`config.mk`:
```
export PLATFORM = sky130hd
export DESIGN_NAME = fos_inv_seq
export DESIGN_NICKNAME = d
export VERILOG_FILES = /design/src/rtl/fos_inv_seq.sv
export SDC_FILE = /design/constraint.sdc
export NUM_CORES = 1
export LEC_CHECK = 0
export ABC_AREA = 1
export BUFFER_PORTS_ARGS = -buffer_cell sky130_fd_sc_hd__buf_2
export CORE_UTILIZATION = 50
export CTS_CLUSTER_DIAMETER = 100
export CTS_CLUSTER_SIZE = 8
export DETAILED_ROUTE_END_ITERATION = 7
export PLACE_DENSITY_LB_ADDON = 0.08
export SLEW_MARGIN = 10
export SYNTH_ARGS = -nofsm -noshare
export SYNTH_HDL_FRONTEND = slang
export SYNTH_SLANG_ARGS = --single-unit
```
`constraint.sdc`:
```
create_clock -name clk -period 5.1 [get_ports clk]
set_input_delay 0.765 -clock clk [delete_from_list [all_inputs] [get_ports clk]]
set_output_delay 0.765 -clock clk [all_outputs]
set_load 0.03 [all_outputs]
```
`src/rtl/fos_inv_seq.sv`:
```
// Sequential inverse of the first-order section filter: x[n] = x[n-1] + y[n] - ((a1*y[n-1]) >>> FRAC).
// Define FOS_INV_FASTMUL_EN to replace the iterative radix-4 Booth engine with a single-cycle multiply.
module fos_inv_seq #(
  parameter int DATA_W = 32,
  parameter int COEF_W = 11,
  parameter int FRAC   = 10
) (
  input  logic              clk,
  input  logic              reset,
  input  logic              s_valid,
  output logic              s_ready,
  input  logic [DATA_W-1:0] s_data,
  input  logic [COEF_W-1:0] a1,
  output logic              m_valid,
  input  logic              m_ready,
  output logic [DATA_W-1:0] m_data,
  output logic              busy
);

  // state | meaning
  // IDLE  | waiting for a sample, s_ready high
  // MUL   | forming a1*y_prev (Booth steps, or one fast multiply)
  // ACC   | reconstruct x and update history
  // OUT   | present m_data until m_ready
  typedef enum logic [1:0] {IDLE, MUL, ACC, OUT} state_t;

  localparam int PROD_W = DATA_W + COEF_W;

  state_t            state;
  logic [DATA_W-1:0] y_cur;
  logic [DATA_W-1:0] y_prev;
  logic [DATA_W-1:0] x_prev;
  logic [PROD_W-1:0] prod;
  logic [PROD_W-1:0] prod_sh;
  logic [DATA_W-1:0] fb;
  logic [DATA_W-1:0] x_new;
  logic [PROD_W-DATA_W-1:0] unused_prod_hi;

  assign prod_sh        = $signed(prod) >>> FRAC;
  assign fb             = prod_sh[DATA_W-1:0];
  assign unused_prod_hi = prod_sh[PROD_W-1:DATA_W];
  assign x_new          = x_prev + y_cur - fb;

`ifdef FOS_INV_FASTMUL_EN
  logic [COEF_W-1:0]        coef;
  logic signed [PROD_W-1:0] mul_a;
  logic signed [PROD_W-1:0] mul_b;

  assign mul_a = PROD_W'($signed(y_prev));
  assign mul_b = PROD_W'($signed(coef));
`else
  localparam int STEPS  = (COEF_W + 1) / 2;
  localparam int MULT_W = 2 * STEPS;
  localparam int CNT_W  = $clog2(STEPS + 1);

  // mult_sh[0] is the implicit Booth bit below the current digit
  logic [PROD_W-1:0] mcand_sh;
  logic [MULT_W:0]   mult_sh;
  logic [CNT_W-1:0]  step_cnt;
  logic [PROD_W-1:0] pp;

  always_comb begin
    pp = '0;
    case (mult_sh[2:0])
      3'b001, 3'b010: pp = mcand_sh;
      3'b011:         pp = mcand_sh << 1;
      3'b100:         pp = -(mcand_sh << 1);
      3'b101, 3'b110: pp = -mcand_sh;
      default:        pp = '0;
    endcase
  end
`endif

  always_ff @(posedge clk) begin
    if (reset) begin
      state    <= IDLE;
      s_ready  <= 1'b0;
      busy     <= 1'b0;
      m_valid  <= 1'b0;
      m_data   <= '0;
      x_prev   <= '0;
      y_prev   <= '0;
      y_cur    <= '0;
      prod     <= '0;
`ifdef FOS_INV_FASTMUL_EN
      coef     <= '0;
`else
      mcand_sh <= '0;
      mult_sh  <= '0;
      step_cnt <= '0;
`endif
    end else begin
      case (state)
        IDLE: begin
          s_ready <= 1'b1;
          if (s_valid && s_ready) begin
            y_cur    <= s_data;
            prod     <= '0;
`ifdef FOS_INV_FASTMUL_EN
            coef     <= a1;
`else
            mcand_sh <= PROD_W'($signed(y_prev));
            mult_sh  <= {MULT_W'($signed(a1)), 1'b0};
            step_cnt <= CNT_W'(STEPS - 1);
`endif
            s_ready  <= 1'b0;
            busy     <= 1'b1;
            state    <= MUL;
          end
        end
        MUL: begin
`ifdef FOS_INV_FASTMUL_EN
          prod  <= mul_a * mul_b;
          state <= ACC;
`else
          prod     <= prod + pp;
          mcand_sh <= mcand_sh << 2;
          mult_sh  <= {{2{mult_sh[MULT_W]}}, mult_sh[MULT_W:2]};
          if (step_cnt == '0) state <= ACC;
          else                step_cnt <= step_cnt - 1'b1;
`endif
        end
        ACC: begin
          m_data  <= x_new;
          x_prev  <= x_new;
          y_prev  <= y_cur;
          m_valid <= 1'b1;
          state   <= OUT;
        end
        OUT: begin
          if (m_ready) begin
            m_valid <= 1'b0;
            busy    <= 1'b0;
            s_ready <= 1'b1;
            state   <= IDLE;
          end
        end
        default: state <= IDLE;
      endcase
    end
  end

endmodule

```
**Word level (Yosys, flattened, before mapping)**

Cells that the tools add are included.

- Register bits: 203
- Latch bits: 0
- Memory bits (writable): 0
- ROM bits: 0
- Bits of input ports: 47
- Output and inout port bits: 35
- Word-level logic and storage cells: 69
- Memories kept: 0

- Add/sub/neg operators: 6
- Multipliers: 0
- Divide/modulo/power cells: 0
- $lt $le $gt $ge: 0
- Eq/ne operators: 13
- Shift-type cells: 0
- Multiplexer cells: 21
- Bitwise gates (word level): 1
- Reduce and logical (&&, ||, !) cells: 16

Operators by type and width:

| cell | count |
|---|---|
| 43-bit one-hot mux with 2 select lines | 2 |
| 43-bit one-hot mux with 4 select lines | 1 |
| 43-bit 2-to-1 mux | 2 |
| 43-bit negator | 2 |
| 43-bit adder | 1 |
| 32-bit adder | 1 |
| 32-bit subtractor | 1 |
| 13-bit one-hot mux with 2 select lines | 1 |
| 13-bit 2-to-1 mux | 1 |
| 3-bit AND reduction | 4 |
| 3-bit equality test (second input constant) | 3 |
| 2-bit inequality test (second input constant) | 4 |
| 2-bit one-hot mux with 4 select lines | 1 |
| 2-bit AND reduction | 4 |
| 3-bit by 2-bit equality test with 1-bit output (second input constant) | 2 |
| 2-bit 2-to-1 mux | 3 |
| 3-bit 2-to-1 mux | 2 |
| 1-bit one-hot mux with 2 select lines | 3 |
| 3-bit one-hot mux with 2 select lines | 1 |
| 2-bit nonzero test | 3 |
| 2-bit equality test (second input constant) | 2 |
| 1-bit 2-to-1 mux | 4 |
| 2-bit OR reduction | 2 |
| 3-bit by 1-bit equality test with 1-bit output (second input constant) | 1 |
| 6 further kinds | 6 |

**Logic depth before layout (Yosys ltp)**

- Word-level depth: 5
- Gate-level depth with buffers: 27
- Mapped depth without buffers: 27

**Least setup slack after synthesis**

Ideal clock, no wire load.

- Path kind: reg-to-reg
- Start point: reg mcand_sh[0]
- End point: reg prod[32]
- Setup time: 132 ps
- Arrival time: 3,063 ps
- Required time: 4,968 ps
- Slack: 1,905 ps
- Cell stages (with the launch flop): 22
- Path buffers: 0
- Clock period less this slack: 3,195 ps
- Cells stage by stage: dfxtp_1 > inv_1 > ha_1 > nand3_4 > nor2_8 > nand3_1 > nor3_1 > xor2_1 > inv_1 > a221o_1 > ha_1 > nand2_1 > nor2_1 > inv_1 > nor2_1 > nand3_1 > o21ai_0 > nand2_1 > nand2_1 > nand2_1 > nand3_1 > a21oi_1

- Word-level cells in the longest chain between the ends: 4
- Elaborated cells on any way between the ends: 5
- Those cells by class: 3 x add/sub; 2 x mux

Ends and longest elaborated chain:

| element | RTL line | source |
|---|---|---|
| start, declared | 57 | `logic [PROD_W-1:0] mcand_sh;` |
| start signal, assigned | 102 | `mcand_sh <= PROD_W'($signed(y_prev));` |
| start signal, assigned | 117 | `mcand_sh <= mcand_sh << 2;` |
| 43-bit negator (on tied branches) | 68, 67 |  |
| 43-bit one-hot mux with 4 select lines (*) | 64 | `case (mult_sh[2:0])` |
| 43-bit adder (*) | 116 | `prod <= prod + pp;` |
| 43-bit one-hot mux with 2 select lines (*) | 93 | `case (state)` |
| end signal, assigned | 116 |  |
| end, declared | 33 | `logic [PROD_W-1:0] prod;` |

Every way passes the cells marked *; elsewhere a longest branch is shown, timed or not.
A chain may end at the register's enable or synchronous reset.

**Worst setup path after layout**

- Start point: reg mult_sh[1]
- End point: reg prod[32]

- Word-level cells in the longest chain between the ends: 5
- Elaborated cells on any way between the ends: 11
- Those cells by class: 1 x add/sub; 6 x eq/ne; 2 x mux; 2 x reduce/logical

Ends and longest elaborated chain:

| element | RTL line | source |
|---|---|---|
| start, declared | 58 | `logic [MULT_W:0] mult_sh;` |
| start signal, assigned | 103 | `mult_sh <= {MULT_W'($signed(a1)), 1'b0};` |
| start signal, assigned | 118 | `mult_sh <= {{2{mult_sh[MULT_W]}}, mult_sh[MULT_W:2]};` |
| 3-bit equality test (tied with other cells) | 64 |  |
| 2-bit OR reduction | 64 |  |
| 43-bit one-hot mux with 4 select lines (*) | 64 |  |
| 43-bit adder (*) | 116 |  |
| 43-bit one-hot mux with 2 select lines (*) | 93 |  |

Marked as above.

==> flow_metrics.py <==
metrics = {
    "clock_network": {
        "clockBufferDepth": 3,
        "clkLatencyLatePin_ns": 0.55,
        "cts_tree": "yes",
        "path_clk_slew_ns": 0.05,
        "cts_hold_buf": 0,
        "cts_max_level": 1,
        "clockRootBuffer": "clkbuf_16",
        "postCtsSetupBuffers": 0,
        "clock_sink_count": 201,
        "ctsResizeCount": 0,
        "cts_made_buffers": 29,
    },
    "critical_path": {
        "rrSetupSlack_ns": 0.74,
        "r2r_start": "mult_sh[1]$_SDFFE_PP0P_",
        "required_ns": 5.49,
        "cp-end-kind": "register",
        "arrival_ns": 4.75,
        "path_class": "reg -> reg",
        "r2r_cells": 20,
        "crit_top_cell": "nand2_1",
        "reg2reg_to": "prod[32]$_SDFFE_PP0P_",
        "slowest_delay_ns": 0.72,
        "cp_slowest_cell": "o21ai_0",
        "crit_chain": "nand2_1 -> nor2_2 -> buf_4 -> clkinv_1 -> buf_4 -> o21ai_0 -> a21oi_1 -> o21ai_1 -> ha_1 -> nand2_1 -> nor2_1 -> inv_1 -> nor2_1 -> nand3_1 -> o21ai_0 -> nand2_1 -> nand2_1 -> nand2_1 -> nand3_1 -> a21oi_1",
        "cp_max_fo": 17,
        "start_kind": "register",
    },
    "drt": {
        "vias": 15059,
        "via_per_inst": 5.66,
        "drt_first_iter_violations": 1159,
        "ant_nets": 0,
        "wirelength_mm": 48.7,
        "routedWlPerCell_um": 18.3,
        "dr.pass1.iters": 5,
        "drc": 0,
    },
    "floorplanning": {
        "start_util_pct": 51.2,
        "die_area_um2": 30300,
        "core_area_um2": 28900,
        "die_h_um": 174,
        "die_w_um": 174,
        "pin_count": 82,
        "rows": 62,
    },
    "run_status": {
        "status": "finished, final reports clean",
    },
    "yosys": {
        "ys_ff_latch": 201,
        "syn_area_um2": 14800,
        "synth_edf_count": 0,
        "synth_top_cell_area_share_pct": 27.2,
        "ys_seq_area_share_pct": 27.2,
        "syn_inst": 2238,
        "synth.distinct_cells": 52,
        "synth_top_area_cell": "dfxtp_1",
        "yosysWarnings": 0,
        "synth.avg_cell_area_um2": 6.62,
        "synthArstFlopShare_pct": 0,
        "synth_area_leaders": "dfxtp_1 27%, nand2_1 11%, a21oi_1 10%",
        "syn_nets": 2398,
        "synthFlopType": "dfxtp_1",
    },
    "cells_and_area": {
        "layout_common_cells": "417 x nand2_1, 318 x inv_1, 300 x a21oi_1",
        "syn_to_final_growth_pct": 9.74,
        "postLayoutCellArea_um2": 16200,
        "fin_nets": 2437,
        "final_common_cell": "nand2_1",
        "diodes": 0,
        "drive_gt1_share_pct": 8.56,
    },
    "min_path": {
        "holdPathEnd": "step_cnt[0]$_SDFFE_PP0P_",
        "worstHoldPathCells": 1,
        "hold_start": "step_cnt[0]$_SDFFE_PP0P_",
        "hold_class": "reg -> reg",
    },
    "timing": {
        "min_period_ns": 4.36,
        "tightestPinTransition_ns": 0.941,
        "slew_viol_final": 0,
        "setup_viol": 0,
        "setup_tns_ns": 0,
        "fin_crit_sh_pct": 85.4,
        "slew_headroom_pct": 37.2,
        "clock_skew_ns": 0.0118,
        "max_freq_mhz": 230,
        "final-hold-violation-count": 0,
        "rsz0062_at_grt": "no",
    },
    "power_and_ir_drop": {
        "p_total_mw": 12.7,
        "p_leak_nw": 7.29,
        "power.density_nw_per_um2": 779,
        "vdd_drop_max_mv": 0.509,
    },
    "global_routing": {
        "grt_max_degree": 73,
        "grt_usage_pct": 31.8,
        "grt-ovfl-total": 0,
        "grt_first_pass_wirelength_mm": 76.3,
        "antenna_found_initial": 0,
        "grt_pass1_vias": 13940,
    },
    "placed_design": {
        "place.detailed.hpwl_mm": 37.7,
        "gp_congestion": 1.02,
        "port_buffers": 81,
        "dpl-instance-area_um2": 15500,
    },
    "flow_run": {
        "maxCapViolCount": 0,
    },
}
==> flip-flops by register name, summed over array words and instances (netlist names) <==
name      cells
x_prev       32
mcand_sh     42
step_cnt      3
y_prev       32
busy          1
m_valid       1
y_cur        32
state         2
prod         42
mult_sh      13
s_ready       1
==> synth_stat cells, types with 5 or more instances <==
master / number
a21oi_1: 300
dfxtp_1: 201
nand3_1: 98
a221o_1: 14
xor2_1: 48
inv_1: 321
o21ai_0: 261
o2111ai_1: 14
o21a_1: 6
a31oi_1: 16
nor3_1: 18
nor2_2: 9
nand2_1: 417
nand3b_1: 10
nand2_2: 5
or2_2: 15
inv_2: 10
nor2_1: 159
buf_2: 5
a21o_1: 12
ha_1: 81
o211ai_1: 6
fa_1: 32
xnor2_1: 8
clkbuf_1: 81
nand4_1: 12
o22ai_1: 20
o21ai_1: 6
==> cell type report <==
type	count	area (µm²)
fill	2995	12700
multi-input combinational	1613	9190
sequential	201	4020
inverter	334	1250
clock buffer	30	729
timing repair buffer	98	558
tap	384	480
clock inverter	1	8.76
==> logic make-up (layout without fill, tap and decap cells) <==
kind of cell    Yosys count  in the layout  share of synthesized area (%)
fa+ha+maj               113            113                           11.2
flops                   201            201                           27.2
simple gates            766            766                           22.6
compound gates          678            678                           25.0
buf+inv                 424            463                           10.8
xor+xnor                 56             56                           3.31
==> where the power goes <==
group | switching [mW] | internal (mW)
Clock | 0.683 | 0.988
Combinational | 5.80 | 2.75
Sequential | 0.378 | 2.05
==> how the worst max path moves through the flow <==
stage / start / end / cells after the start
after floorplan: mcand_sh[0]$_SDFFE_PP0P_ / prod[32]$_SDFFE_PP0P_ / 21
after global placement: mcand_sh[0]$_SDFFE_PP0P_ / prod[32]$_SDFFE_PP0P_ / 21
after detailed placement: mcand_sh[0]$_SDFFE_PP0P_ / prod[32]$_SDFFE_PP0P_ / 24
after CTS: mcand_sh[0]$_SDFFE_PP0P_ / prod[32]$_SDFFE_PP0P_ / 21
after global routing: mcand_sh[0]$_SDFFE_PP0P_ / prod[32]$_SDFFE_PP0P_ / 24
final: mult_sh[1]$_SDFFE_PP0P_ / prod[32]$_SDFFE_PP0P_ / 20
==> per-stage QoR <==
stage                     util (%)  std cells  hold WS [ns]  setup slack (ns)
after detailed placement      53.6       2630         0.424             0.936
after floorplan                  -       2238         0.403              1.90
after CTS                     56.2       2661         0.433             0.898
final                         56.2       2661         0.428             0.743
after global routing          56.2       2661         0.453             0.330
after global placement        53.6       2630         0.412             0.989
==> critical path, delay by kind of cell (launching register included) <==
family / cells / cell delay, ns
AND/OR/NAND/NOR: 10 / 1.11
AO/OA/AOI/OAI: 5 / 1.14
adder cells (fa/ha/maj): 1 / 0.22
flip-flops: 1 / 0.42
buffers and inverters: 4 / 1.31
==> metal layers <==
layer / up-vias / share of wire (%) / routed length, µm / GRT usage, %
met1: 6978 / 45 / 21800 / 42.5
met5: - / 0 / 0 / 0
met2: 508 / 46 / 22300 / 52.9
met3: 95 / 5.7 / 2790 / 3.22
li1: 7478 / - / - / -
met4: 0 / 3.8 / 1860 / 12.1
Power figures use the tool's default switching activity.
